`src/rtl/otter_pkg.sv`:
```
// Shared branch-predictor types and helpers for the OTTER pipeline.
// Index/tag extraction is here so the CPU's flush and compare logic slices PCs identically.
package otter_pkg;

    localparam int BP_MAX_XLEN  = 64;
    localparam int BP_DEF_XLEN  = 32;
    localparam int BP_DEF_TAG_W = 8;
    localparam int BP_DEF_CNT_W = 2;

    // Full entry view for the default geometry, as seen by debug/compare logic.
    typedef struct packed {
        logic                    valid;
        logic                    jump;
        logic [BP_DEF_TAG_W-1:0] tag;
        logic [BP_DEF_XLEN-1:0]  target;
        logic [BP_DEF_CNT_W-1:0] cnt;
    } bp_entry_t;

    function automatic int unsigned BP_CNT_WEAK_T(input int cnt_w);
        return 32'd1 << (cnt_w - 1);
    endfunction

    function automatic int unsigned BP_CNT_WEAK_NT(input int cnt_w);
        return BP_CNT_WEAK_T(cnt_w) - 32'd1;
    endfunction

    function automatic int unsigned bp_index(input logic [BP_MAX_XLEN-1:0] pc, input int idx_w);
        return 32'((pc >> 2) & ((64'd1 << idx_w) - 64'd1));
    endfunction

    function automatic int unsigned bp_tag(input logic [BP_MAX_XLEN-1:0] pc, input int idx_w,
                                           input int tag_w);
        return 32'((pc >> (idx_w + 2)) & ((64'd1 << tag_w) - 64'd1));
    endfunction

    function automatic logic [31:0] bp_sat_inc(input logic [31:0] value);
        return (value == 32'hFFFF_FFFF) ? value : value + 32'd1;
    endfunction

endpackage

```
`src/rtl/otter_sat_counter.sv`:
```
// Saturating up/down counter with parallel load; one per predictor entry.
module otter_sat_counter
#(
    parameter int               CNT_W = 2,
    parameter logic [CNT_W-1:0] INIT  = '0
)
(
    input  logic             CLK,
    input  logic             RESET,
    input  logic             inc,
    input  logic             dec,
    input  logic             load,
    input  logic [CNT_W-1:0] load_val,
    output logic [CNT_W-1:0] cnt
);

    localparam logic [CNT_W-1:0] CNT_MAX = '1;

    always_ff @(posedge CLK) begin
        if (RESET) begin
            cnt <= INIT;
        end else if (load) begin
            cnt <= load_val;
        end else if (inc) begin
            if (cnt != CNT_MAX) cnt <= cnt + CNT_W'(1);
        end else if (dec) begin
            if (cnt != '0) cnt <= cnt - CNT_W'(1);
        end
    end

endmodule

```
`src/rtl/otter_branch_predictor.sv`:
```
// Direct-mapped BTB with per-entry saturating direction counters; 0-cycle lookup, trained from execute.
// Optional statistics counters are built when OTTER_BP_STATS_EN is defined.
module otter_branch_predictor
    import otter_pkg::*;
#(
    parameter int XLEN    = 32,
    parameter int ENTRIES = 16,
    parameter int TAG_W   = 8,
    parameter int CNT_W   = 2
)
(
    input  logic            CLK,
    input  logic            RESET,
    input  logic [XLEN-1:0] IF_PC,
    output logic            PRED_TAKEN,
    output logic [XLEN-1:0] PRED_TARGET,
    input  logic            UPD_VALID,
    input  logic [XLEN-1:0] UPD_PC,
    input  logic            UPD_JUMP,
    input  logic            UPD_TAKEN,
    input  logic [XLEN-1:0] UPD_TARGET,
    input  logic            UPD_MISPRED,
    input  logic            FLUSH
`ifdef OTTER_BP_STATS_EN
    ,
    output logic [31:0]     STAT_UPDATES,
    output logic [31:0]     STAT_MISPRED,
    output logic [31:0]     STAT_HITS
`endif
);

    localparam int IDX_W = $clog2(ENTRIES);
    localparam logic [CNT_W-1:0] CNT_WEAK_T  = CNT_W'(BP_CNT_WEAK_T(CNT_W));
    localparam logic [CNT_W-1:0] CNT_WEAK_NT = CNT_W'(BP_CNT_WEAK_NT(CNT_W));

    typedef struct packed {
        logic             valid;
        logic             jump;
        logic [TAG_W-1:0] tag;
        logic [XLEN-1:0]  target;
    } slot_t;

    slot_t            table_q [ENTRIES];
    logic [CNT_W-1:0] cnt_q   [ENTRIES];

    logic [IDX_W-1:0] lu_idx;
    logic [IDX_W-1:0] upd_idx;
    logic [TAG_W-1:0] lu_tag;
    logic [TAG_W-1:0] upd_tag;
    slot_t            lu_slot;
    logic [CNT_W-1:0] lu_cnt;
    logic             lu_hit;
    logic             upd_hit;
    logic             upd_taken;
    logic             upd_en;
    logic             write_slot;
    logic             cnt_inc;
    logic             cnt_dec;
    logic             cnt_load;

    assign lu_idx  = IDX_W'(bp_index(BP_MAX_XLEN'(IF_PC), IDX_W));
    assign lu_tag  = TAG_W'(bp_tag(BP_MAX_XLEN'(IF_PC), IDX_W, TAG_W));
    assign upd_idx = IDX_W'(bp_index(BP_MAX_XLEN'(UPD_PC), IDX_W));
    assign upd_tag = TAG_W'(bp_tag(BP_MAX_XLEN'(UPD_PC), IDX_W, TAG_W));

    // Lookup reads the registered table, so a same-cycle update is not visible until the next cycle.
    assign lu_slot     = table_q[lu_idx];
    assign lu_cnt      = cnt_q[lu_idx];
    assign lu_hit      = lu_slot.valid && (lu_slot.tag == lu_tag);
    assign PRED_TAKEN  = lu_hit && (lu_slot.jump || (lu_cnt >= CNT_WEAK_T));
    assign PRED_TARGET = lu_hit ? lu_slot.target : IF_PC + XLEN'(4);

    assign upd_hit    = table_q[upd_idx].valid && (table_q[upd_idx].tag == upd_tag);
    assign upd_taken  = UPD_JUMP || UPD_TAKEN;
    assign upd_en     = UPD_VALID && !FLUSH;
    assign write_slot = upd_en && upd_taken;
    assign cnt_inc    = upd_en && upd_hit && !UPD_JUMP && UPD_TAKEN;
    assign cnt_dec    = upd_en && upd_hit && !UPD_JUMP && !UPD_TAKEN;
    assign cnt_load   = upd_en && !upd_hit && upd_taken;

    // A taken outcome rewrites the slot whether it hit or allocated; on a hit valid/tag are unchanged.
    always_ff @(posedge CLK) begin
        if (RESET) begin
            for (int i = 0; i < ENTRIES; i++) table_q[i] <= '0;
        end else if (FLUSH) begin
            for (int i = 0; i < ENTRIES; i++) table_q[i].valid <= 1'b0;
        end else if (write_slot) begin
            table_q[upd_idx] <= '{valid: 1'b1, jump: UPD_JUMP, tag: upd_tag, target: UPD_TARGET};
        end
    end

    for (genvar g = 0; g < ENTRIES; g++) begin : g_cnt
        logic sel;
        assign sel = (upd_idx == IDX_W'(g));

        otter_sat_counter #(
            .CNT_W (CNT_W),
            .INIT  (CNT_WEAK_NT)
        ) u_cnt (
            .CLK      (CLK),
            .RESET    (RESET),
            .inc      (cnt_inc && sel),
            .dec      (cnt_dec && sel),
            .load     (cnt_load && sel),
            .load_val (CNT_WEAK_T),
            .cnt      (cnt_q[g])
        );
    end

`ifdef OTTER_BP_STATS_EN
    // Updates dropped by a concurrent flush are not counted; flush leaves the totals alone.
    always_ff @(posedge CLK) begin
        if (RESET) begin
            STAT_UPDATES <= '0;
            STAT_MISPRED <= '0;
            STAT_HITS    <= '0;
        end else begin
            if (upd_en)                STAT_UPDATES <= bp_sat_inc(STAT_UPDATES);
            if (upd_en && UPD_MISPRED) STAT_MISPRED <= bp_sat_inc(STAT_MISPRED);
            if (PRED_TAKEN)            STAT_HITS    <= bp_sat_inc(STAT_HITS);
        end
    end
`else
    logic unused_mispred;
    assign unused_mispred = UPD_MISPRED;
`endif

endmodule

```
`config.mk`:
```
export PLATFORM = sky130hd
export DESIGN_NAME = otter_branch_predictor
export DESIGN_NICKNAME = d
export VERILOG_FILES = /design/src/rtl/otter_pkg.sv /design/src/rtl/otter_sat_counter.sv /design/src/rtl/otter_branch_predictor.sv
export SDC_FILE = /design/constraint.sdc
export NUM_CORES = 1
export LEC_CHECK = 0
export CAP_MARGIN = 20
export CORE_UTILIZATION = 45
export CTS_CLUSTER_SIZE = 10
export DETAILED_ROUTE_END_ITERATION = 6
export PLACE_DENSITY = 0.7
export SYNTH_ARGS = -nofsm -noshare
export SYNTH_HDL_FRONTEND = slang
export SYNTH_HIERARCHICAL = 1
export SYNTH_SLANG_ARGS = --single-unit
```
`constraint.sdc`:
```
create_clock -name CLK -period 5.76 [get_ports CLK]
set_input_delay 1.44 -clock CLK [delete_from_list [all_inputs] [get_ports CLK]]
set_output_delay 1.44 -clock CLK [all_outputs]
set_load 0.02 [all_outputs]
```
==> run summary <==
count of state elements after synthesis - 704
Post-layout nets - 2566
number of H-tree branching levels - 3
final worst clock skew - 17.9 ps
clock period minus final worst setup slack - 5750 ps
max-slew violation total from the final report - 0
hold buffer count at CTS - 0
number of library cell types mapped by synthesis - 43
Initial Util - 45.5%
Power, Total - 11.6 mW
final-report setup violation count - 0
clk buf depth - 3
Setup Crit Path Kind - in -> out
Area Growth Syn to Fin - 15.5%
IO buf count - 114
ratio of cells with drive above 1 in the final layout - 23.6%
HPWL after DPL - 54.6 mm
clock network fraction of design power - 39.9%
insertion delay of the later-clocked pin in the worst-skew pair - 630 ps
pin count of the biggest net entering global routing - 66
antenna violations before repair - 8
DRC violation total after the first TritonRoute iteration - 2236
clock-pin slew of the registers on the worst-case setup and hold paths - 50 ps
status - finished clean
HP Class - reg -> reg
cell-internal power - 9.01 mW
reported leakage power - 14.1 nW
global placement routability congestion - 0.833
Floorplan Core Area - 0.0759 mm²
Hold Vio Cnt, Final - 0
Psw - 2.60 mW
total of max-cap violations - 0
detailed-route vias per instance - 5.88
power per unit of standard cell area - 291 mW/mm²
synthesis warning total - 6
global-route usage over all layers - 24.7%
pin slew with the least headroom to its limit - 893 ps
period utilisation layout - 99.8%
cell area reported after detailed placement - 0.0375 mm²
wire length of the first global-routing pass - 140 mm
number of global-route vias before repair - 21365
leftover overflow at the end of global routing - 0
Post-DRT Antenna Nets - 0
mean area per synthesized cell - 15.1 µm²
Startpoint Class - input pin
TNS Setup - 0 ps
CTS root buffer - sky130_fd_sc_hd__clkbuf_16
die footprint - 0.0779 mm²
endpoint type of the worst setup path - primary output
Cell Rows - 101
netlist area before placement - 0.0345 mm²
arrival time of the worst setup path - 4310 ps
area of all placed cells without fillers - 0.0399 mm²
overall die height - 279 µm
clock sink count - 704
x dimension of the die - 279 µm
required time at the endpoint of the critical path - 4320 ps
Slew headroom - 40.5%
detailed-route DRC error count - 0
average wire length per cell after detail routing - 27.1 µm
maximum clock frequency - 174 MHz
first-pass iteration count of the detailed router - 5
TritonCTS Buffers - 82
relative contribution of sequential cells to total power - 51.0%
total wire length after detailed routing - 95.6 mm
switching share of power - 22.4%
TritonCTS clock tree - yes
part of the total power dissipated in combinational logic - 9.1%
Max VDD drop - 0.218 mV
top fanout value on the critical path - 11
instance count of the mapped netlist - 2288
total number of vias - 20747
most common cell after layout, fill and taps aside - sky130_fd_sc_hd__and2_1
io pins - 136
commonest cells after routing, fill and taps aside - 658 x sky130_fd_sc_hd__and2_1, 656 x sky130_fd_sc_hd__edfxtp_1, 240 x sky130_fd_sc_hd__mux4_2
part of the Yosys area used for sequential elements - 59.8%
Final Core Density - 52.5%
[layer usage]
| metal | GRT usage, % | vias to the layer above | wire, µm |
|---|---|---|---|
| met2 | 42.0 | 895 | 48200 |
| met3 | 3.88 | 145 | 7450 |
| met4 | 8.38 | 8 | 2700 |
| li1 | - | 8878 | - |
| met1 | 32.2 | 10821 | 37200 |
| met5 | 0 | - | 56 |
[cells by family after synthesis]
| family | count (synthesis) | synth area share (%) |
|---|---|---|
| other cells | 2 | 0.0217 |
| compound gates | 131 | 3.09 |
| buf+inv | 207 | 2.61 |
| flops | 704 | 59.8 |
| xor+xnor | 47 | 1.19 |
| simple gates | 900 | 15.6 |
| fa+ha+maj | 1 | 0.0362 |
| mux | 296 | 17.7 |
[power by group through the flow]
stage / Sequential, mW / Combinational (mW) / Clock (mW)
detailed placement: 6.02 / 1.05 / 0
finish: 5.92 / 1.06 / 4.63
floorplan: 5.98 / 0.639 / 0
CTS: 5.92 / 1.05 / 4.67
global placement: 6.00 / 1.03 / 0
global route: 5.94 / 1.12 / 4.87
[through the flow]
step / hold WS (ps) / instances / setup WS [ps]
after floorplan: 438 / 2318 / 256
after global placement: 447 / 3396 / -402
after detailed placement: 466 / 3396 / -399
after CTS: 479 / 3513 / -100
after global routing: 489 / 3523 / -2.02
final: 477 / 3526 / 11.6
[cell usage after synthesis]
cell,count,share of area (%)
sky130_fd_sc_hd__o221a_1,16,0.52
sky130_fd_sc_hd__buf_2,18,0.26
sky130_fd_sc_hd__nand2b_1,32,0.58
sky130_fd_sc_hd__o21ai_1,1,0.014
sky130_fd_sc_hd__nand2_1,21,0.23
sky130_fd_sc_hd__edfxtp_1,656,57
sky130_fd_sc_hd__mux2_1,3,0.098
sky130_fd_sc_hd__a211oi_1,36,0.78
sky130_fd_sc_hd__nand3_1,19,0.28
sky130_fd_sc_hd__xor2_1,14,0.35
sky130_fd_sc_hd__conb_1,2,0.022
sky130_fd_sc_hd__mux2_4,28,1.2
sky130_fd_sc_hd__mux2i_1,25,0.72
sky130_fd_sc_hd__nor4_1,2,0.036
sky130_fd_sc_hd__nor3b_1,16,0.35
sky130_fd_sc_hd__buf_8,1,0.043
sky130_fd_sc_hd__buf_4,4,0.087
sky130_fd_sc_hd__buf_1,10,0.11
sky130_fd_sc_hd__a22oi_1,2,0.043
sky130_fd_sc_hd__or4_4,1,0.033
sky130_fd_sc_hd__nor2_1,52,0.57
sky130_fd_sc_hd__a221oi_2,1,0.043
sky130_fd_sc_hd__and3_1,4,0.072
sky130_fd_sc_hd__nand4_1,9,0.16
sky130_fd_sc_hd__xnor2_1,33,0.84
sky130_fd_sc_hd__a22o_1,1,0.025
sky130_fd_sc_hd__o22ai_1,1,0.018
sky130_fd_sc_hd__nor2b_1,8,0.14
sky130_fd_sc_hd__a2111oi_2,16,0.70
sky130_fd_sc_hd__a31oi_1,1,0.018
sky130_fd_sc_hd__nor3_1,59,0.85
sky130_fd_sc_hd__clkbuf_1,147,1.6
sky130_fd_sc_hd__a21o_1,16,0.35
sky130_fd_sc_hd__and2_1,658,12
sky130_fd_sc_hd__dfxtp_1,48,2.8
sky130_fd_sc_hd__a21oi_1,40,0.58
sky130_fd_sc_hd__nand3b_1,1,0.022
sky130_fd_sc_hd__ha_1,1,0.036
sky130_fd_sc_hd__mux4_2,240,16
sky130_fd_sc_hd__inv_1,17,0.18
sky130_fd_sc_hd__buf_6,10,0.33
sky130_fd_sc_hd__or2_2,17,0.31
sky130_fd_sc_hd__or3_1,1,0.018
[sequential cells by signal, indices dropped and copies added (netlist names)]
register         flops
g_cnt.u_cnt/cnt     32
table_q            672
[worst paths after layout]
check | startpoint | endpoint | slack, ps | cells after the start
setup / recovery | IF_PC[2] | PRED_TARGET[8] | 10 | 9
hold reg to reg | table_q[9][41] | table_q[9][41] | 480 | 1
setup reg to reg | table_q[15][39] | g_cnt[13].u_cnt/cnt[1] | 2060 | 10
hold / removal | table_q[9][41] | table_q[9][41] | 480 | 1
[worst max-delay path: stages]
cell	delay [ps]
sky130_fd_sc_hd__buf_16	120
sky130_fd_sc_hd__buf_4	150
sky130_fd_sc_hd__mux4_2	500
sky130_fd_sc_hd__mux4_2	530
sky130_fd_sc_hd__xor2_1	170
sky130_fd_sc_hd__or4_4	620
sky130_fd_sc_hd__buf_12	190
sky130_fd_sc_hd__mux2_4	300
sky130_fd_sc_hd__clkdlybuf4s15_2	260
[area by class of cell]
| type | instances | area [µm²] |
|---|---|---|
| fillers | 6176 | 36000 |
| inverters | 17 | 63.8 |
| well taps | 1030 | 1290 |
| flip-flops and latches | 704 | 20700 |
| multi-input cells | 1407 | 13200 |
| clock buffers | 103 | 2180 |
| repair buffers | 250 | 2360 |
| clock inverters | 10 | 109 |
| diodes | 5 | 12.5 |
[what timing repair did]
action / CTS / global route
cloned: 0 / 2
setup buffers: 5 / 5
endpoints found under the hold margin: 0 / 0
gates resized for setup: 121 / 18
setup endpoints to repair: 33 / 33
pin swaps: 4 / 3
Power figures use the tool's default switching activity.
